## config.mk

```make
export PLATFORM = sky130hd
export DESIGN_NAME = adma_controller
export DESIGN_NICKNAME = d
export VERILOG_FILES = /design/src/rtl/adma_controller.sv
export SDC_FILE = /design/constraint.sdc
export NUM_CORES = 1
export LEC_CHECK = 0
export ABC_AREA = 1
export CORE_MARGIN = 3
export CORE_UTILIZATION = 40
export DETAILED_ROUTE_END_ITERATION = 8
export GPL_ROUTABILITY_DRIVEN = 1
export HOLD_SLACK_MARGIN = 0.05
export PLACE_DENSITY = 0.65
export SETUP_SLACK_MARGIN = 0.1
export SLEW_MARGIN = 20
export SYNTH_ARGS = -nofsm -noshare
export SYNTH_HDL_FRONTEND = slang
export SYNTH_SLANG_ARGS = --single-unit
```

## constraint.sdc

```tcl
create_clock -name CLK -period 13.5 [get_ports CLK]
set_input_delay 2.7 -clock CLK [delete_from_list [all_inputs] [get_ports CLK]]
set_output_delay 2.7 -clock CLK [all_outputs]
set_load 0.02 [all_outputs]
```

## src/rtl/adma_controller.sv

```systemverilog
// ADMA2 descriptor sequencer: fetches 96-bit descriptors, programs the transfer
// engine, and owns the shared RAM read port outside of data transfers.
module adma_controller #(
    parameter int unsigned DESC_BYTES = 12
) (
    input  logic        CLK,
    input  logic        RESET,
    input  logic        start,
    input  logic        stop,
    input  logic        direction,
    input  logic [63:0] desc_base,
    input  logic [31:0] data_from_ram,
    input  logic        tr_tfc,
    input  logic        tr_ram_read,
    input  logic [63:0] tr_ram_address,
    output logic        ram_read,
    output logic [63:0] ram_address,
    output logic        tr_start,
    output logic        tr_direction,
    output logic [63:0] tr_address,
    output logic [15:0] tr_length,
    output logic        busy,
    output logic        done,
    output logic        int_req,
    output logic        adma_error,
    output logic [1:0]  error_state,
    output logic [63:0] cur_desc_addr
);

    localparam int unsigned ADDR_W = 64;
    localparam int unsigned DATA_W = 32;
    localparam int unsigned LEN_W  = 16;

    localparam logic [1:0] ACT_TRAN = 2'b10;
    localparam logic [1:0] ACT_LINK = 2'b11;

    typedef enum logic [4:0] {
        ST_STOP = 5'b00001,
        ST_FDS  = 5'b00010,
        ST_CADR = 5'b00100,
        ST_TFR  = 5'b01000,
        ST_ERR  = 5'b10000
    } state_e;

    state_e              state_q, state_d;
    logic [1:0]          cnt_q, cnt_d;
    logic                desc_valid_q, desc_valid_d;
    logic                desc_end_q, desc_end_d;
    logic                desc_int_q, desc_int_d;
    logic [1:0]          desc_act_q, desc_act_d;
    logic [LEN_W-1:0]    desc_len_q, desc_len_d;
    logic [DATA_W-1:0]   addr_lo_q, addr_lo_d;
    logic [DATA_W-1:0]   addr_hi_q, addr_hi_d;
    logic                fetch_rd_q, fetch_rd_d;
    logic [ADDR_W-1:0]   fetch_addr_q, fetch_addr_d;
    logic                tr_start_q, tr_start_d;
    logic                tr_dir_q, tr_dir_d;
    logic [ADDR_W-1:0]   tr_addr_q, tr_addr_d;
    logic [LEN_W-1:0]    tr_len_q, tr_len_d;
    logic                busy_q, busy_d;
    logic                done_q, done_d;
    logic                int_req_q, int_req_d;
    logic                err_q, err_d;
    logic [1:0]          err_state_q, err_state_d;
    logic [ADDR_W-1:0]   cur_q, cur_d;
    logic                tfc_armed_q, tfc_armed_d;
    logic                stop_pend_q, stop_pend_d;

    logic                go_fetch;
    logic [ADDR_W-1:0]   fetch_tgt;
    logic [ADDR_W-1:0]   next_desc;

    // Next-state and registered-output logic
    always_comb begin
        state_d      = state_q;
        cnt_d        = cnt_q;
        desc_valid_d = desc_valid_q;
        desc_end_d   = desc_end_q;
        desc_int_d   = desc_int_q;
        desc_act_d   = desc_act_q;
        desc_len_d   = desc_len_q;
        addr_lo_d    = addr_lo_q;
        addr_hi_d    = addr_hi_q;
        fetch_rd_d   = 1'b0;
        fetch_addr_d = fetch_addr_q;
        tr_start_d   = 1'b0;
        tr_dir_d     = tr_dir_q;
        tr_addr_d    = tr_addr_q;
        tr_len_d     = tr_len_q;
        done_d       = 1'b0;
        int_req_d    = 1'b0;
        err_d        = err_q;
        err_state_d  = err_state_q;
        cur_d        = cur_q;
        tfc_armed_d  = tfc_armed_q;
        stop_pend_d  = stop_pend_q;
        go_fetch     = 1'b0;
        fetch_tgt    = cur_q;
        next_desc    = cur_q + ADDR_W'(DESC_BYTES);

        case (state_q)
            ST_STOP, ST_ERR: begin
                if (start && !stop) begin
                    go_fetch    = 1'b1;
                    fetch_tgt   = desc_base & ~ADDR_W'(3);
                    tr_dir_d    = direction;
                    err_d       = 1'b0;
                    err_state_d = 2'b00;
                end
            end
            ST_FDS: begin
                if (stop) begin
                    state_d = ST_STOP;
                end else begin
                    cnt_d = cnt_q + 2'd1;
                    case (cnt_q)
                        2'd0: begin
                            fetch_rd_d   = 1'b1;
                            fetch_addr_d = cur_q + ADDR_W'(4);
                        end
                        2'd1: begin
                            desc_valid_d = data_from_ram[0];
                            desc_end_d   = data_from_ram[1];
                            desc_int_d   = data_from_ram[2];
                            desc_act_d   = data_from_ram[5:4];
                            desc_len_d   = data_from_ram[31:16];
                            fetch_rd_d   = 1'b1;
                            fetch_addr_d = cur_q + ADDR_W'(8);
                        end
                        2'd2: addr_lo_d = data_from_ram;
                        default: begin
                            addr_hi_d = data_from_ram;
                            state_d   = ST_CADR;
                            // Transfer is launched as the decode cycle begins
                            if (desc_valid_q && desc_act_q == ACT_TRAN) begin
                                tr_start_d = 1'b1;
                                tr_addr_d  = {data_from_ram, addr_lo_q};
                                tr_len_d   = desc_len_q;
                            end
                        end
                    endcase
                end
            end
            ST_CADR: begin
                tfc_armed_d = 1'b0;
                stop_pend_d = 1'b0;
                if (stop) begin
                    state_d = ST_STOP;
                end else if (!desc_valid_q) begin
                    err_d       = 1'b1;
                    err_state_d = 2'b01;
                    state_d     = ST_ERR;
                end else if (desc_act_q == ACT_TRAN) begin
                    state_d = ST_TFR;
                end else if (desc_act_q == ACT_LINK) begin
                    go_fetch  = 1'b1;
                    fetch_tgt = {addr_hi_q, addr_lo_q} & ~ADDR_W'(3);
                end else if (desc_end_q) begin
                    done_d  = 1'b1;
                    state_d = ST_STOP;
                end else begin
                    go_fetch  = 1'b1;
                    fetch_tgt = next_desc;
                end
            end
            ST_TFR: begin
                // First cycle ignores the stale idle TFC of the transfer engine
                tfc_armed_d = 1'b1;
                if (stop) begin
                    stop_pend_d = 1'b1;
                end
                if (tfc_armed_q && tr_tfc) begin
                    if (stop_pend_q || stop) begin
                        state_d = ST_STOP;
                    end else begin
                        int_req_d = desc_int_q;
                        if (desc_end_q) begin
                            done_d  = 1'b1;
                            state_d = ST_STOP;
                        end else begin
                            go_fetch  = 1'b1;
                            fetch_tgt = next_desc;
                        end
                    end
                end
            end
            default: state_d = ST_STOP;
        endcase

        if (go_fetch) begin
            state_d      = ST_FDS;
            cnt_d        = 2'd0;
            cur_d        = fetch_tgt;
            fetch_rd_d   = 1'b1;
            fetch_addr_d = fetch_tgt;
        end

        busy_d = (state_d != ST_STOP) && (state_d != ST_ERR);
    end

    always_ff @(posedge CLK or posedge RESET) begin
        if (RESET) begin
            state_q      <= ST_STOP;
            cnt_q        <= 2'd0;
            desc_valid_q <= 1'b0;
            desc_end_q   <= 1'b0;
            desc_int_q   <= 1'b0;
            desc_act_q   <= 2'b00;
            desc_len_q   <= '0;
            addr_lo_q    <= '0;
            addr_hi_q    <= '0;
            fetch_rd_q   <= 1'b0;
            fetch_addr_q <= '0;
            tr_start_q   <= 1'b0;
            tr_dir_q     <= 1'b0;
            tr_addr_q    <= '0;
            tr_len_q     <= '0;
            busy_q       <= 1'b0;
            done_q       <= 1'b0;
            int_req_q    <= 1'b0;
            err_q        <= 1'b0;
            err_state_q  <= 2'b00;
            cur_q        <= '0;
            tfc_armed_q  <= 1'b0;
            stop_pend_q  <= 1'b0;
        end else begin
            state_q      <= state_d;
            cnt_q        <= cnt_d;
            desc_valid_q <= desc_valid_d;
            desc_end_q   <= desc_end_d;
            desc_int_q   <= desc_int_d;
            desc_act_q   <= desc_act_d;
            desc_len_q   <= desc_len_d;
            addr_lo_q    <= addr_lo_d;
            addr_hi_q    <= addr_hi_d;
            fetch_rd_q   <= fetch_rd_d;
            fetch_addr_q <= fetch_addr_d;
            tr_start_q   <= tr_start_d;
            tr_dir_q     <= tr_dir_d;
            tr_addr_q    <= tr_addr_d;
            tr_len_q     <= tr_len_d;
            busy_q       <= busy_d;
            done_q       <= done_d;
            int_req_q    <= int_req_d;
            err_q        <= err_d;
            err_state_q  <= err_state_d;
            cur_q        <= cur_d;
            tfc_armed_q  <= tfc_armed_d;
            stop_pend_q  <= stop_pend_d;
        end
    end

    // RAM port belongs to the transfer engine only while a transfer runs
    assign ram_read      = (state_q == ST_TFR) ? tr_ram_read    : fetch_rd_q;
    assign ram_address   = (state_q == ST_TFR) ? tr_ram_address : fetch_addr_q;

    assign tr_start      = tr_start_q;
    assign tr_direction  = tr_dir_q;
    assign tr_address    = tr_addr_q;
    assign tr_length     = tr_len_q;
    assign busy          = busy_q;
    assign done          = done_q;
    assign int_req       = int_req_q;
    assign adma_error    = err_q;
    assign error_state   = err_state_q;
    assign cur_desc_addr = cur_q;

endmodule
```

==> results.toml <==
[sta]
timing.fmax_ghz = 0.1506
period_needed_ns = 6.638
fin_ws_ns = 6.862
rsz0062_at_grt = "no"
fin_crit_sh = 0.4917
skew_ns = 0.03876
setup_violations = 0
relSlewSlack = 0.2049
tightest_slew_ns = 1.183
fin_setup_tns_ns = 0
final_hold_viol_count = 0
report.final.slew_viol_count = 0

[clock_tree]
cts_root_buffer = "clkbuf_16"
clockBufferDepth = 3
post_cts_buffers = 0
cts_tree = "yes"
cts_buffers = 37
ctsResizeCount = 0
cts_hold_buf = 0
clk_latency_ns = 0.58
cts.sinks = 309
clk_pin_slew_ns = 0.05
h-tree-depth = 2

[logic_synthesis]
synth_most_common_cell = "nand2_1"
syn_area_sq_mm = 0.01827
ys_async_sr_fraction = 1.000
synth_top_area_share = 0.4219
yosys-top-cells-area = "dfrtp_1, nand2_1, o21ai_0"
synth-main-ff-cell = "dfrtp_1"
ys_ff_latch = 309
yosysWarnings = 0
synth_edf_count = 0
syn_area_per_cell_sq_um = 6.914
ys_seq_area_frac = 0.4234
syn_inst = 2642
synth_cell_types = 55
synthesis.nets = 2817
yosys.area.top_type = "dfrtp_1"
ys_top_cells_by_count = "nand2_1, dfrtp_1, inv_1"

[layout]
syn_to_final_growth_pct = 29.69
drive_above_1_share = 0.05827
layout.nets = 3136
stdcell_area_sq_mm = 0.02369
post-route-util = 0.5299
stdcell_count = 3579

[setup_path]
endpoint_kind = "output pin"
crit_path_max_incr_delay_ns = 0.62
required_ns = 10.80
slowest_stage = "clkdlybuf4s50_1"
worst_setup_path_start_kind = "primary input"
critical_path_arrival_ns = 3.94
path_max_fanout = 1
ff2ff_setup_slack_ns = 9.22
path_class = "in2out"
path_cells = "clkdlybuf4s50_1 > nand2_1 > nand2_1 > clkdlybuf4s50_1"

[placement]
place_area_sq_mm = 0.02242
dp.cells = 3514
hpwlAfterDp_mm = 62.02
port_buffers = 380
gp_congestion = 0.9706
place_ws_ns = 6.556

[floorplan]
die_w_um = 219.7
core-area_sq_mm = 0.04470
start_util = 0.4086
io_pins = 384
floorplan.die_area_sq_mm = 0.04827
rows = 77
die_h_um = 219.7

[power]
power.density_mw_per_mm2 = 185.7
peakVddDrop_mv = 0.1082
leakagePower_nw = 10.73

[status]
status = "finished, final reports clean"

[global_routing]
antenna_found_initial = 4
grt_overflow_total = 0
grt_pass1_wl_mm = 121.7
grt_max_degree = 103
track_usage = 0.3387
grt_pass1_vias = 18687

[route]
via_count = 19629
ant_nets = 0
viasPerCell = 5.484
drc = 0
post_drt_wl_per_cell_um = 23.16
firstDrtPassIters = 5
dr.first_iter.drc_count = 1839
drt_wl_total_mm = 82.88

[flow_run]
drv_cap = 0

[worst_hold_path]
hp-class = "reg2reg"
critical path, delay by kind of cell:
family / cells / cell delay, ns
buf+inv: 2 / 1.07
simple gates: 2 / 0.17
final timing paths:
check / startpoint / to / cells past startpoint
max: tr_ram_address[58] / ram_address[58] / 4
min: tr_length[4]$_DFFE_PP0P_ / tr_length[4]$_DFFE_PP0P_ / 2
max reg2reg: desc_act_q[1]$_DFFE_PP0P_ / fetch_addr_q[42]$_DFFE_PP0P_ / 12
min reg2reg: tr_length[4]$_DFFE_PP0P_ / tr_length[4]$_DFFE_PP0P_ / 2
max in group asynchronous: RESET / desc_len_q[5]$_DFFE_PP0P_ / 4
min in group asynchronous: RESET / fetch_addr_q[13]$_DFFE_PP0P_ / 2
routing by layer:
layer	wire [um]	up-vias	global-route usage
li1	-	9113	-
met1	35530	9370	0.4688
met2	36210	971	0.5204
met3	7953	169	0.07887
met4	3149	6	0.1213
met5	35	-	0
through the flow:
| stage | power (W) | hold WS (ns) |
|---|---|---|
| global placement | 0.003309 | 0.4547 |
| floorplan | 0.002458 | 0.4422 |
| detailed placement | 0.003340 | 0.4602 |
| CTS | 0.004391 | 0.4786 |
| global route | 0.004633 | 0.4969 |
| finish | 0.004398 | 0.4729 |
state kept, by name (all words and copies together) (netlist names), 2 cells and up:
register,cells
tr_address,64
addr_lo_q,32
cur_desc_addr,64
desc_act_q,2
cnt_q,2
addr_hi_q,32
desc_len_q,16
tr_length,16
fetch_addr_q,64
state_q,5
area by class of cell:
| type | count | area, sq um |
|---|---|---|
| well taps | 592 | 740.7 |
| clock buffers | 49 | 1042 |
| repair buffers | 401 | 3965 |
| inverters | 245 | 934.6 |
| multi-input cells | 1967 | 9055 |
| clock inverters | 15 | 215.2 |
| diodes | 1 | 2.502 |
| flip-flops and latches | 309 | 7734 |
| fillers | 4375 | 21010 |
placed cells by master (no fill, tap or decap), types with 14 or more instances in the layout:
cell type,instances
nand3_1,102
nor2_4,14
inv_1,225
xor2_1,29
inv_2,14
nand4_1,33
nand2_2,14
nand2_1,969
a21oi_1,130
a31oi_1,18
dfrtp_1,308
clkdlybuf4s50_1,380
nor2_2,26
nor2_1,225
o21ai_0,194
buf_4,20
o21ai_1,97
clkbuf_16,38
kinds of logic after synthesis:
logic type	count (synthesis)	share of synthesized area
other cells	1	0.0002053
simple gates	1421	0.3232
fa+ha+maj	8	0.005480
buf+inv	366	0.08179
flops	309	0.4234
xor+xnor	34	0.01671
compound gates	503	0.1492
power by group:
| group | leakage (nW) | total [W] | switching [W] | internal (W) |
|---|---|---|---|---|
| registers | 4.09 | 0.00147 | 0.000322 | 0.00115 |
| clock network | 0.593 | 0.00105 | 0.000438 | 0.000607 |
| logic | 6.04 | 0.00188 | 0.00118 | 0.000702 |
(Power assumes the default switching activity.)
